--- src/rtl/pixel_line_capture_if.sv ---
// Raster receive bundle for pixel_line_capture.
// Carries the source-side raster signals (HSYNC, VSYNC, Pixel_DATA) and the
// frame-buffer write / status outputs. The capture block takes the slave
// modport; the image source / observer side takes the master modport.
interface pixel_line_capture_if #(
  parameter int unsigned ADDR_W  = 16,
  parameter int unsigned FRAME_W = 4
);
  logic               HSYNC;
  logic               VSYNC;
  logic [15:0]        Pixel_DATA;
  logic               wr_en;
  logic [ADDR_W-1:0]  wr_addr;
  logic [15:0]        wr_data;
  logic               line_done;
  logic [31:0]        line_sum;
  logic               frame_done;
  logic [FRAME_W-1:0] frame_cnt;
  logic [15:0]        row;
  logic               err_short;
  logic               err_long;
  logic               frame_abort;

  modport master (
    output HSYNC, VSYNC, Pixel_DATA,
    input  wr_en, wr_addr, wr_data, line_done, line_sum, frame_done, frame_cnt,
           row, err_short, err_long, frame_abort
  );

  modport slave (
    input  HSYNC, VSYNC, Pixel_DATA,
    output wr_en, wr_addr, wr_data, line_done, line_sum, frame_done, frame_cnt,
           row, err_short, err_long, frame_abort
  );
endinterface

--- src/rtl/pixel_line_capture.sv ---
// pixel_line_capture: receive end of an HSYNC/VSYNC raster interface.
// Pixels sampled while HSYNC is high are written to an external frame buffer
// at row*IMG_WIDTH+col. Each line is length-checked, summed, and line/frame
// completion is flagged. VSYNC aborts the current frame.
// Ports:
//   PCLK   - pixel clock, all logic on posedge
//   RST    - asynchronous reset, active low
//   io_pix - raster inputs and frame-buffer/status outputs (slave side);
//            every output is registered
module pixel_line_capture #(
  parameter int unsigned IMG_WIDTH  = 8192,
  parameter int unsigned IMG_HEIGHT = 8,
  parameter int unsigned ADDR_W     = 16,
  parameter int unsigned FRAME_W    = 4
) (
  input logic                  PCLK,
  input logic                  RST,
  pixel_line_capture_if.slave  io_pix
);

  localparam int unsigned     ColW    = $clog2(IMG_WIDTH + 1);
  localparam logic [ColW-1:0] ColMax  = ColW'(IMG_WIDTH);
  localparam logic [15:0]     RowLast = 16'(IMG_HEIGHT - 1);

  typedef enum logic [1:0] {StIdle, StLine, StOver} state_e;

  state_e             r_state, w_state_nxt;
  logic [ColW-1:0]    r_col, w_col_nxt;
  logic [31:0]        r_sum, w_sum_nxt;
  logic [15:0]        r_row, w_row_nxt;
  logic [FRAME_W-1:0] r_frame_cnt, w_frame_cnt_nxt;
  logic               r_wr_en, w_wr_en_nxt;
  logic [ADDR_W-1:0]  r_wr_addr, w_wr_addr_nxt;
  logic [15:0]        r_wr_data, w_wr_data_nxt;
  logic               r_line_done, w_line_done_nxt;
  logic [31:0]        r_line_sum, w_line_sum_nxt;
  logic               r_frame_done, w_frame_done_nxt;
  logic               r_err_short, w_err_short_nxt;
  logic               r_err_long, w_err_long_nxt;
  logic               r_frame_abort, w_frame_abort_nxt;

  logic [31:0]        w_addr_full;

  // col is 0 in IDLE, so one address expression serves both IDLE and LINE.
  assign w_addr_full = (32'(r_row) * IMG_WIDTH) + 32'(r_col);

  always_comb begin
    w_state_nxt       = r_state;
    w_col_nxt         = r_col;
    w_sum_nxt         = r_sum;
    w_row_nxt         = r_row;
    w_frame_cnt_nxt   = r_frame_cnt;
    w_wr_en_nxt       = 1'b0;
    w_wr_addr_nxt     = '0;
    w_wr_data_nxt     = '0;
    w_line_done_nxt   = 1'b0;
    w_line_sum_nxt    = '0;
    w_frame_done_nxt  = 1'b0;
    w_err_short_nxt   = 1'b0;
    w_err_long_nxt    = 1'b0;
    w_frame_abort_nxt = 1'b0;

    if (io_pix.VSYNC) begin
      // Resync overrides everything, including a coincident line end.
      w_frame_abort_nxt = (r_state != StIdle) || (r_row != 16'd0);
      w_state_nxt       = StIdle;
      w_col_nxt         = '0;
      w_sum_nxt         = '0;
      w_row_nxt         = '0;
    end else begin
      unique case (r_state)
        StIdle: begin
          if (io_pix.HSYNC) begin
            w_wr_en_nxt   = 1'b1;
            w_wr_addr_nxt = w_addr_full[ADDR_W-1:0];
            w_wr_data_nxt = io_pix.Pixel_DATA;
            w_col_nxt     = ColW'(1);
            w_sum_nxt     = 32'(io_pix.Pixel_DATA);
            w_state_nxt   = StLine;
          end
        end
        StLine: begin
          if (io_pix.HSYNC) begin
            if (r_col < ColMax) begin
              w_wr_en_nxt   = 1'b1;
              w_wr_addr_nxt = w_addr_full[ADDR_W-1:0];
              w_wr_data_nxt = io_pix.Pixel_DATA;
              w_col_nxt     = r_col + ColW'(1);
              w_sum_nxt     = r_sum + 32'(io_pix.Pixel_DATA);
            end else begin
              w_state_nxt = StOver;
            end
          end else begin
            if (r_col == ColMax) begin
              w_line_done_nxt = 1'b1;
              w_line_sum_nxt  = r_sum;
              if (r_row == RowLast) begin
                w_frame_done_nxt = 1'b1;
                w_row_nxt        = '0;
                w_frame_cnt_nxt  = r_frame_cnt + FRAME_W'(1);
              end else begin
                w_row_nxt = r_row + 16'd1;
              end
            end else begin
              // Row is kept so the next line overwrites the short one.
              w_err_short_nxt = 1'b1;
            end
            w_col_nxt   = '0;
            w_state_nxt = StIdle;
          end
        end
        StOver: begin
          if (!io_pix.HSYNC) begin
            w_err_long_nxt = 1'b1;
            w_col_nxt      = '0;
            w_state_nxt    = StIdle;
          end
        end
        default: begin
          w_col_nxt   = '0;
          w_state_nxt = StIdle;
        end
      endcase
    end
  end

  always_ff @(posedge PCLK or negedge RST) begin
    if (!RST) begin
      r_state       <= StIdle;
      r_col         <= '0;
      r_sum         <= '0;
      r_row         <= '0;
      r_frame_cnt   <= '0;
      r_wr_en       <= 1'b0;
      r_wr_addr     <= '0;
      r_wr_data     <= '0;
      r_line_done   <= 1'b0;
      r_line_sum    <= '0;
      r_frame_done  <= 1'b0;
      r_err_short   <= 1'b0;
      r_err_long    <= 1'b0;
      r_frame_abort <= 1'b0;
    end else begin
      r_state       <= w_state_nxt;
      r_col         <= w_col_nxt;
      r_sum         <= w_sum_nxt;
      r_row         <= w_row_nxt;
      r_frame_cnt   <= w_frame_cnt_nxt;
      r_wr_en       <= w_wr_en_nxt;
      r_wr_addr     <= w_wr_addr_nxt;
      r_wr_data     <= w_wr_data_nxt;
      r_line_done   <= w_line_done_nxt;
      r_line_sum    <= w_line_sum_nxt;
      r_frame_done  <= w_frame_done_nxt;
      r_err_short   <= w_err_short_nxt;
      r_err_long    <= w_err_long_nxt;
      r_frame_abort <= w_frame_abort_nxt;
    end
  end

  assign io_pix.wr_en       = r_wr_en;
  assign io_pix.wr_addr     = r_wr_addr;
  assign io_pix.wr_data     = r_wr_data;
  assign io_pix.line_done   = r_line_done;
  assign io_pix.line_sum    = r_line_sum;
  assign io_pix.frame_done  = r_frame_done;
  assign io_pix.frame_cnt   = r_frame_cnt;
  assign io_pix.row         = r_row;
  assign io_pix.err_short   = r_err_short;
  assign io_pix.err_long    = r_err_long;
  assign io_pix.frame_abort = r_frame_abort;

endmodule

--- src/flat_wrapper.sv ---
// flat-port wrapper written by rule: the top's interface ports become plain ports
module pixel_line_capture_flat 
#(
  parameter int unsigned IMG_WIDTH  = 8192,
  parameter int unsigned IMG_HEIGHT = 8,
  parameter int unsigned ADDR_W     = 16,
  parameter int unsigned FRAME_W    = 4
)
  (PCLK, RST, io_pix_HSYNC, io_pix_VSYNC, io_pix_Pixel_DATA, io_pix_wr_en, io_pix_wr_addr, io_pix_wr_data, io_pix_line_done, io_pix_line_sum, io_pix_frame_done, io_pix_frame_cnt, io_pix_row, io_pix_err_short, io_pix_err_long, io_pix_frame_abort);
  pixel_line_capture_if #(.ADDR_W(ADDR_W), .FRAME_W(FRAME_W)) io_pix_i ();
  input logic PCLK;
  input logic RST;
  input wire logic [$bits(io_pix_i.HSYNC)-1:0] io_pix_HSYNC;
  input wire logic [$bits(io_pix_i.VSYNC)-1:0] io_pix_VSYNC;
  input wire logic [$bits(io_pix_i.Pixel_DATA)-1:0] io_pix_Pixel_DATA;
  output wire logic [$bits(io_pix_i.wr_en)-1:0] io_pix_wr_en;
  output wire logic [$bits(io_pix_i.wr_addr)-1:0] io_pix_wr_addr;
  output wire logic [$bits(io_pix_i.wr_data)-1:0] io_pix_wr_data;
  output wire logic [$bits(io_pix_i.line_done)-1:0] io_pix_line_done;
  output wire logic [$bits(io_pix_i.line_sum)-1:0] io_pix_line_sum;
  output wire logic [$bits(io_pix_i.frame_done)-1:0] io_pix_frame_done;
  output wire logic [$bits(io_pix_i.frame_cnt)-1:0] io_pix_frame_cnt;
  output wire logic [$bits(io_pix_i.row)-1:0] io_pix_row;
  output wire logic [$bits(io_pix_i.err_short)-1:0] io_pix_err_short;
  output wire logic [$bits(io_pix_i.err_long)-1:0] io_pix_err_long;
  output wire logic [$bits(io_pix_i.frame_abort)-1:0] io_pix_frame_abort;
  assign io_pix_i.HSYNC = io_pix_HSYNC;
  assign io_pix_i.VSYNC = io_pix_VSYNC;
  assign io_pix_i.Pixel_DATA = io_pix_Pixel_DATA;
  assign io_pix_wr_en = io_pix_i.wr_en;
  assign io_pix_wr_addr = io_pix_i.wr_addr;
  assign io_pix_wr_data = io_pix_i.wr_data;
  assign io_pix_line_done = io_pix_i.line_done;
  assign io_pix_line_sum = io_pix_i.line_sum;
  assign io_pix_frame_done = io_pix_i.frame_done;
  assign io_pix_frame_cnt = io_pix_i.frame_cnt;
  assign io_pix_row = io_pix_i.row;
  assign io_pix_err_short = io_pix_i.err_short;
  assign io_pix_err_long = io_pix_i.err_long;
  assign io_pix_frame_abort = io_pix_i.frame_abort;
  pixel_line_capture #(.IMG_WIDTH(IMG_WIDTH), .IMG_HEIGHT(IMG_HEIGHT), .ADDR_W(ADDR_W), .FRAME_W(FRAME_W)) u_core (.PCLK(PCLK), .RST(RST), .io_pix(io_pix_i));
endmodule
--- config.mk ---
export PLATFORM = sky130hd
export DESIGN_NAME = pixel_line_capture_flat
export DESIGN_NICKNAME = d
export VERILOG_FILES = /design/src/rtl/pixel_line_capture_if.sv /design/src/rtl/pixel_line_capture.sv /design/src/flat_wrapper.sv
export SDC_FILE = /design/constraint.sdc
export NUM_CORES = 1
export LEC_CHECK = 0
export CAP_MARGIN = 15
export CELL_PAD_IN_SITES_DETAIL_PLACEMENT = 1
export CELL_PAD_IN_SITES_GLOBAL_PLACEMENT = 1
export CORE_ASPECT_RATIO = 0.7
export CORE_UTILIZATION = 38
export DETAILED_ROUTE_END_ITERATION = 6
export PLACE_DENSITY_LB_ADDON = 0.2
export SETUP_SLACK_MARGIN = 0.3
export SLEW_MARGIN = 25
export SYNTH_ARGS = -nofsm -noshare
export SYNTH_HDL_FRONTEND = slang
export SYNTH_SLANG_ARGS = --single-unit
--- constraint.sdc ---
create_clock -name PCLK -period 2.4 [get_ports PCLK]
set_input_delay 0.72 -clock PCLK [delete_from_list [all_inputs] [get_ports PCLK]]
set_output_delay 0.72 -clock PCLK [all_outputs]
set_load 0.01 [all_outputs]
==> run_results.csv, run 1 <==
group,metric,value,unit
clocking,clockBufferDepth,2,
clocking,cts_hold_buf,0,
floorplanning,die_w,158.4,microns
timing,fin_ws,63.20,ps
routing,dr.pass1.iters,5,
timing,fmax,427.9,MHz
global_route,grt_pass1_vias,6252,
pwr,p_leak,4.798,nW
pwr,ir_worst_vdd,0.4076,mV
setup_path,worstPathMaxFanout,6,
routing,antenna_left,0,
pwr,power.density,627.6,nW/um^2
floorplanning,ios,110,
clocking,cts_tree,"built",
placement,postPlaceCellArea,8696,sq um
clocking,cts.clk_slew.worst_paths,60,ps
setup_path,worst_path_max_delay_cell,"dfrtp_1",
yosys,synth_area,6510,sq um
setup_path,critPathKind,"reg -> reg",
global_route,grt_usage,25.73,%
routing,drcViolationCount,0,
placement,hpwl,13640,microns
floorplanning,fp-row-count,39,
yosys,ys_types,60,
routing,wirelength,23840,microns
global_route,grt_pass1_wl,34560,microns
timing,finalCritPeriodShare,97.37,%
yosys,synth_edf_count,0,
routing,vias_per_cell,5.456,
routing,vias,5942,
floorplanning,die_y,111.5,microns
setup_path,critPathMaxStageDelay,420,ps
floorplanning,die_area,17670,sq um
cells_and_area,layout-drive-gt1-share,37.96,%
floorplanning,initial_core_util,39.35,%
timing,skew,12.23,ps
timing,setup_violations,0,
placement,place.gp.congestion,0.8766,
cells_and_area,final_common_cell,"dfrtp_1",
global_route,grt-ovfl-total,0,
yosys,ys_ff_latch,138,
yosys,syn_inst,622,
yosys,ys_seq_area_share,53.05,%
yosys,avgSynthCellArea,10.47,sq um
floorplanning,core_area,16540,sq um
cells_and_area,syn_to_final_growth,60.87,%
cells_and_area,fin_nets,898,
run_status,outcome,"finished, final reports clean",
hold_path,min_path_type,"in -> async",
clocking,clock_latency,440,ps
global_route,antenna_found_initial,0,
timing,hold_violations,0,
yosys,ys_warn_count,0,
setup_path,cp-start-kind,"register",
setup_path,path_cells,"ha_4 -> fa_2 -> a21o_1 -> a221oi_4 -> o21a_4 -> o21ai_4 -> a41oi_2 -> o21ai_1 -> o41ai_1",
clocking,h-tree-depth,4,
clocking,cts.sinks,138,
placement,dp_slack,-1032,ps
placement,portBuffers,109,
flow_run,max-cap-violations,0,
routing,wl_per_cell,21.89,microns
yosys,ys.flop_type,"dfrtp_1",
cells_and_area,layout_common_cells,"dfrtp_1 (125), buf_4 (89), clkdlybuf4s50_1 (74)",
global_route,grt_max_degree,45,
setup_path,cp_data_arrival_time,2630,ps
setup_path,required,2690,ps
timing,slew_viol_final,0,
routing,drt_iter0_markers,417,
clocking,cts_buffers,17,
clocking,cts-root-buf,"clkbuf_16",
setup_path,cp-end-kind,"register",
yosys,syn_nets,667,
timing,grt_setup_unrepaired,"true",
timing,timing.final.crit_period,2337,ps
yosys,async_flop_share,100.0,%
cells_and_area,antenna_cells,0,
timing,relSlewSlack,68.35,%
timing,tightest_slew,474.7,ps
cells_and_area,design_area,10470,sq um
[synth_stat cells (all sizes together) (2+ instances only)]
| cell type | number | area [sq um] |
|---|---|---|
| dfrtp | 138 | 3453 |
| and2 | 66 | 412.9 |
| nand2 | 56 | 210.2 |
| o21ai | 48 | 244.0 |
| nor2 | 44 | 175.2 |
| nand3 | 25 | 125.1 |
| ha | 24 | 300.3 |
| xor2 | 24 | 210.2 |
| a21oi | 20 | 100.1 |
| and3 | 18 | 112.6 |
| xnor2 | 13 | 121.4 |
| buf | 12 | 61.31 |
| clkbuf | 12 | 45.04 |
| a31oi | 9 | 56.30 |
| inv | 9 | 33.78 |
| nand4 | 8 | 71.32 |
| nor3 | 8 | 45.04 |
| o22ai | 8 | 50.05 |
| o31ai | 8 | 78.82 |
| a21o | 7 | 52.55 |
| a22oi | 7 | 52.55 |
| nand2b | 6 | 37.54 |
| a41oi | 4 | 35.03 |
| nor2b | 4 | 25.02 |
| nor4 | 4 | 40.04 |
| o21a | 4 | 30.03 |
| a21boi | 3 | 22.52 |
| and4 | 3 | 26.28 |
| mux2 | 3 | 33.78 |
| nor4b | 3 | 38.79 |
| o41ai | 3 | 26.28 |
| a211oi | 2 | 15.01 |
| a221oi | 2 | 17.52 |
| a22o | 2 | 17.52 |
| o21ba | 2 | 20.02 |
| o21bai | 2 | 15.01 |
| o31a | 2 | 17.52 |
| or3 | 2 | 12.51 |
[metrics by stage]
step / hold slack [ps] / util [%] / total power, mW / cells / TNS (ps)
floorplan: 424.4 / - / 2.878 / 622 / -969.3
global placement: 460.2 / 52.57 / 3.247 / 1014 / -18950
global route: 250.6 / 63.31 / 6.749 / 1089 / -45.46
CTS: 233.8 / 60.13 / 6.456 / 1070 / 0
finish: 213.7 / 63.31 / 6.572 / 1089 / 0
detailed placement: 468.1 / 52.57 / 3.290 / 1014 / -23000
[state kept, by name, indices dropped and copies added (netlist names)]
name and flops:
u_core.io_pix.frame_cnt 4, u_core.io_pix.wr_data 16, u_core.r_sum 32, u_core.r_col 14, u_core.io_pix.wr_en 1, u_core.io_pix.wr_addr 16, u_core.io_pix.frame_abort 1, u_core.io_pix.err_short 1
u_core.io_pix.line_done 1, u_core.io_pix.row 16, u_core.r_state 2, u_core.io_pix.err_long 1, u_core.io_pix.line_sum 32, u_core.io_pix.frame_done 1
[worst paths after layout]
kind / from / end / slack, ps / cells past startpoint
hold reg to reg: u_core.r_sum[31]$_DFFE_PN0P_ / u_core.r_sum[31]$_DFFE_PN0P_ / 480 / 1
setup / recovery: u_core.r_sum[0]$_DFFE_PN0P_ / u_core.r_sum[26]$_DFFE_PN0P_ / 60 / 9
setup reg to reg: u_core.r_sum[0]$_DFFE_PN0P_ / u_core.r_sum[26]$_DFFE_PN0P_ / 60 / 9
min in group PCLK: u_core.r_sum[31]$_DFFE_PN0P_ / u_core.r_sum[31]$_DFFE_PN0P_ / 480 / 1
hold / removal: RST / u_core.io_pix.row[9]$_DFFE_PN0P_ / 210 / 1
max in group asynchronous: RST / u_core.r_sum[1]$_DFFE_PN0P_ / 1570 / 2
[critical path, delay by kind of cell (launching register included)]
| family | cells | cell delay (ps) |
|---|---|---|
| AO/OA/AOI/OAI | 7 | 1240 |
| adder cells (fa/ha/maj) | 2 | 540 |
| flip-flops | 1 | 420 |
[layout make-up]
cell class	count	area (sq um)
flip-flops and latches	138	3470
repair buffers	235	2252
inverters	10	38.79
fillers	1666	6070
multi-input cells	451	3774
clock inverters	10	190.2
well taps	225	281.5
clock buffers	20	466.7
[logic make-up after synthesis]
family | Yosys count | share of synthesized area (%)
DFF | 138 | 53.05
buffers and inverters | 34 | 2.210
adders and majority gates | 25 | 4.920
AOI/OAI and AO/OA | 137 | 13.65
and+or+nand+nor | 248 | 20.57
xor gates and xnor gates | 37 | 5.093
muxes | 3 | 0.5189
[power by group]
part	internal (mW)	switching [mW]	total [mW]
Clock	1.92	1.07	3.00
Sequential	2.37	0.0544	2.43
Combinational	0.556	0.594	1.15
[what timing repair did]
action | CTS | global route
resized for setup | 179 | 87
buffers inserted | 24 | 15
pin swaps | 59 | 67
endpoints found under the hold margin | 0 | 0
cloned | 2 | 4
setup endpoints to repair | 76 | 80
[per-layer routing]
| layer | up-vias | GRT usage, % | part of all wire [%] |
|---|---|---|---|
| li1 | 2647 | - | - |
| met1 | 3072 | 33.98 | 44 |
| met2 | 189 | 42.19 | 50 |
| met3 | 34 | 5.138 | 3.9 |
| met4 | 0 | 8.462 | 1.8 |
| met5 | - | 0 | 0 |
Note: power is estimated with default switching activity, not from simulation.
==> run 2: changes to the inputs <==
--- a/config.mk
+++ b/config.mk
@@ -11,7 +11,7 @@
 export CORE_ASPECT_RATIO = 0.7
 export CORE_UTILIZATION = 38
 export DETAILED_ROUTE_END_ITERATION = 6
-export PLACE_DENSITY_LB_ADDON = 0.2
+export PLACE_DENSITY_LB_ADDON = 0.1
 export SETUP_SLACK_MARGIN = 0.3
 export SLEW_MARGIN = 25
 export SYNTH_ARGS = -nofsm -noshare
==> run 2 against run 1 <==
  * Clock-buffer cell count is 3 higher
  * Largest power group unchanged
  * Die area stayed put
  * Largest cell class unchanged
  * Critical endpoint is now u_core.r_sum[25]$_DFFE_PN0P_
  * Worst setup slack worse by 14 ps
==> run_results.csv, run 2 (same netlist as run 1, synthesis figures left out) <==
group,metric,value,unit
floorplanning,die_area,17670,sq um
floorplanning,initial_core_util,39.35,%
timing,fmax,425.4,MHz
cells_and_area,final_common_cell,"dfrtp_1",
cells_and_area,fin_nets,898,
setup_path,cp_top_family,"compound AO/OA/AOI/OAI gates",
floorplanning,die_y,111.5,microns
setup_path,critPathKind,"in -> reg",
clocking,clockBufferDepth,2,
timing,tightest_slew,410.0,ps
run_status,outcome,"finished, final reports clean",
timing,fin_ws,49.19,ps
timing,setup_tns,0,ps
floorplanning,core_area,16540,sq um
global_route,grt_pass1_vias,6059,
placement,place.gp.congestion,0.8677,
timing,skew,9.416,ps
clocking,cts_tree,"built",
clocking,cts.clk_slew.worst_paths,60,ps
setup_path,worst_path_max_delay_cell,"o31a_1",
cells_and_area,layout-drive-gt1-share,34.64,%
timing,setup_violations,0,
setup_path,crit_top_cell,"nand2_2",
setup_path,cp-start-kind,"primary input",
setup_path,cp_data_arrival_time,2680,ps
timing,hold_violations,0,
routing,dr.pass1.iters,4,
routing,vias,5754,
pwr,p_leak,4.742,nW
setup_path,critPathMaxStageDelay,400,ps
clocking,clock_latency,430,ps
placement,hpwl,12980,microns
flow_run,max-cap-violations,0,
setup_path,path_cells,"clkdlybuf4s15_2 -> ha_4 -> nand2_2 -> o31a_1 -> o31ai_4 -> buf_6 -> and2_4 -> nand2_2 -> o31ai_1",
timing,grt_setup_unrepaired,"true",
global_route,grt_max_degree,51,
pwr,ir_worst_vdd,0.4760,mV
global_route,grt_usage,23.94,%
timing,timing.final.crit_period,2351,ps
setup_path,required,2730,ps
routing,antenna_left,0,
timing,relSlewSlack,72.67,%
floorplanning,die_w,158.4,microns
clocking,h-tree-depth,4,
cells_and_area,final_core_util,62.33,%
setup_path,worstPathBufferInverterCount,2,
cells_and_area,antenna_cells,0,
clocking,cts.sinks,138,
setup_path,cp-end-kind,"register",
global_route,antenna_found_initial,0,
routing,wl_per_cell,19.54,microns
hold_path,min_path_type,"in -> async",
clocking,cts-root-buf,"clkbuf_16",
global_route,grt_pass1_wl,32450,microns
global_route,grt-ovfl-total,0,
pwr,power.density,631.1,nW/um^2
floorplanning,fp-row-count,39,
floorplanning,ios,110,
cells_and_area,layout_common_cells,"dfrtp_1 (127), buf_4 (95), clkdlybuf4s50_1 (77)",
placement,portBuffers,109,
placement,dp_slack,-913.5,ps
routing,vias_per_cell,5.274,
routing,drt_iter0_markers,214,
routing,drcViolationCount,0,
clocking,cts_buffers,17,
routing,wirelength,21320,microns
setup_path,worstPathMaxFanout,6,
timing,slew_viol_final,0,
cells_and_area,syn_to_final_growth,58.37,%
timing,finalCritPeriodShare,97.95,%
[run 2: changes by cell type in the layout (fill, tap and decap cells not counted), sizes merged]
cell | before | now
clkbuf | 25 | 23
dlygate4sd2 | 18 | 14
dlymetal6s2s | 2 | 3
clkdlybuf4s50 | 74 | 77
clkdlybuf4s15 | 4 | 3
buf | 132 | 138
bufinv | 5 | 4
clkinvlp | 0 | 1
clkinv | 5 | 4
[run 2: what timing repair did]
action / 4_1_cts / 5_1_grt
gates cloned: 2 / 0
gates resized for setup: 159 / 74
setup endpoints to repair: 81 / 73
setup buffers: 29 / 11
pin swaps: 57 / 55
hold buffers: 0 / 0
[run 2: per-stage QoR]
step | hold slack [ps] | total power, mW | std cells | cell area (sq um)
CTS | 217.1 | 6.374 | 1080 | 9945
detailed placement | 469.1 | 3.283 | 1017 | 8706
finish | 200.8 | 6.507 | 1091 | 10310
global placement | 466.9 | 3.249 | 1017 | 8706
floorplan | 424.4 | 2.878 | 622 | 6728
global route | 222.0 | 6.720 | 1091 | 10310
[run 2: cell type report]
cell class,instances,area [sq um]
clock buffers,23,498.0
clock inverters,9,158.9
fillers,1700,6232
inverters,10,38.79
multi-input cells,451,3675
flip-flops and latches,138,3467
well taps,225,281.5
repair buffers,235,2191
[run 2: final timing paths]
check / from / slack, ps / to / cells after the start
max in group asynchronous: RST / 1580 / u_core.io_pix.wr_addr[2]$_DFF_PN0_ / 2
max reg2reg: u_core.r_sum[1]$_DFFE_PN0P_ / 60 / u_core.r_sum[25]$_DFFE_PN0P_ / 9
min reg2reg: u_core.io_pix.frame_cnt[3]$_DFFE_PN0P_ / 500 / u_core.io_pix.frame_cnt[3]$_DFFE_PN0P_ / 1
min in group PCLK: u_core.io_pix.frame_cnt[3]$_DFFE_PN0P_ / 500 / u_core.io_pix.frame_cnt[3]$_DFFE_PN0P_ / 1
min: RST / 200 / u_core.io_pix.row[8]$_DFFE_PN0P_ / 1
max: io_pix_Pixel_DATA[6] / 50 / u_core.r_sum[25]$_DFFE_PN0P_ / 9
[run 2: report_power, final]
part           switching, mW  leakage [nW]  total [mW]  internal [mW]
logic                  0.584          2.54        1.17          0.590
registers             0.0536          1.89        2.43           2.37
clock network           1.02         0.320        2.91           1.88
total                   1.66          4.74        6.51           4.85
[run 2: layer usage]
metal	vias to the layer above	share of wire [%]	global-route usage, %
met5	-	0	0
met4	0	1.9	8.077
li1	2660	-	-
met2	117	49	37.13
met3	31	3.5	4.749
met1	2946	46	33.39
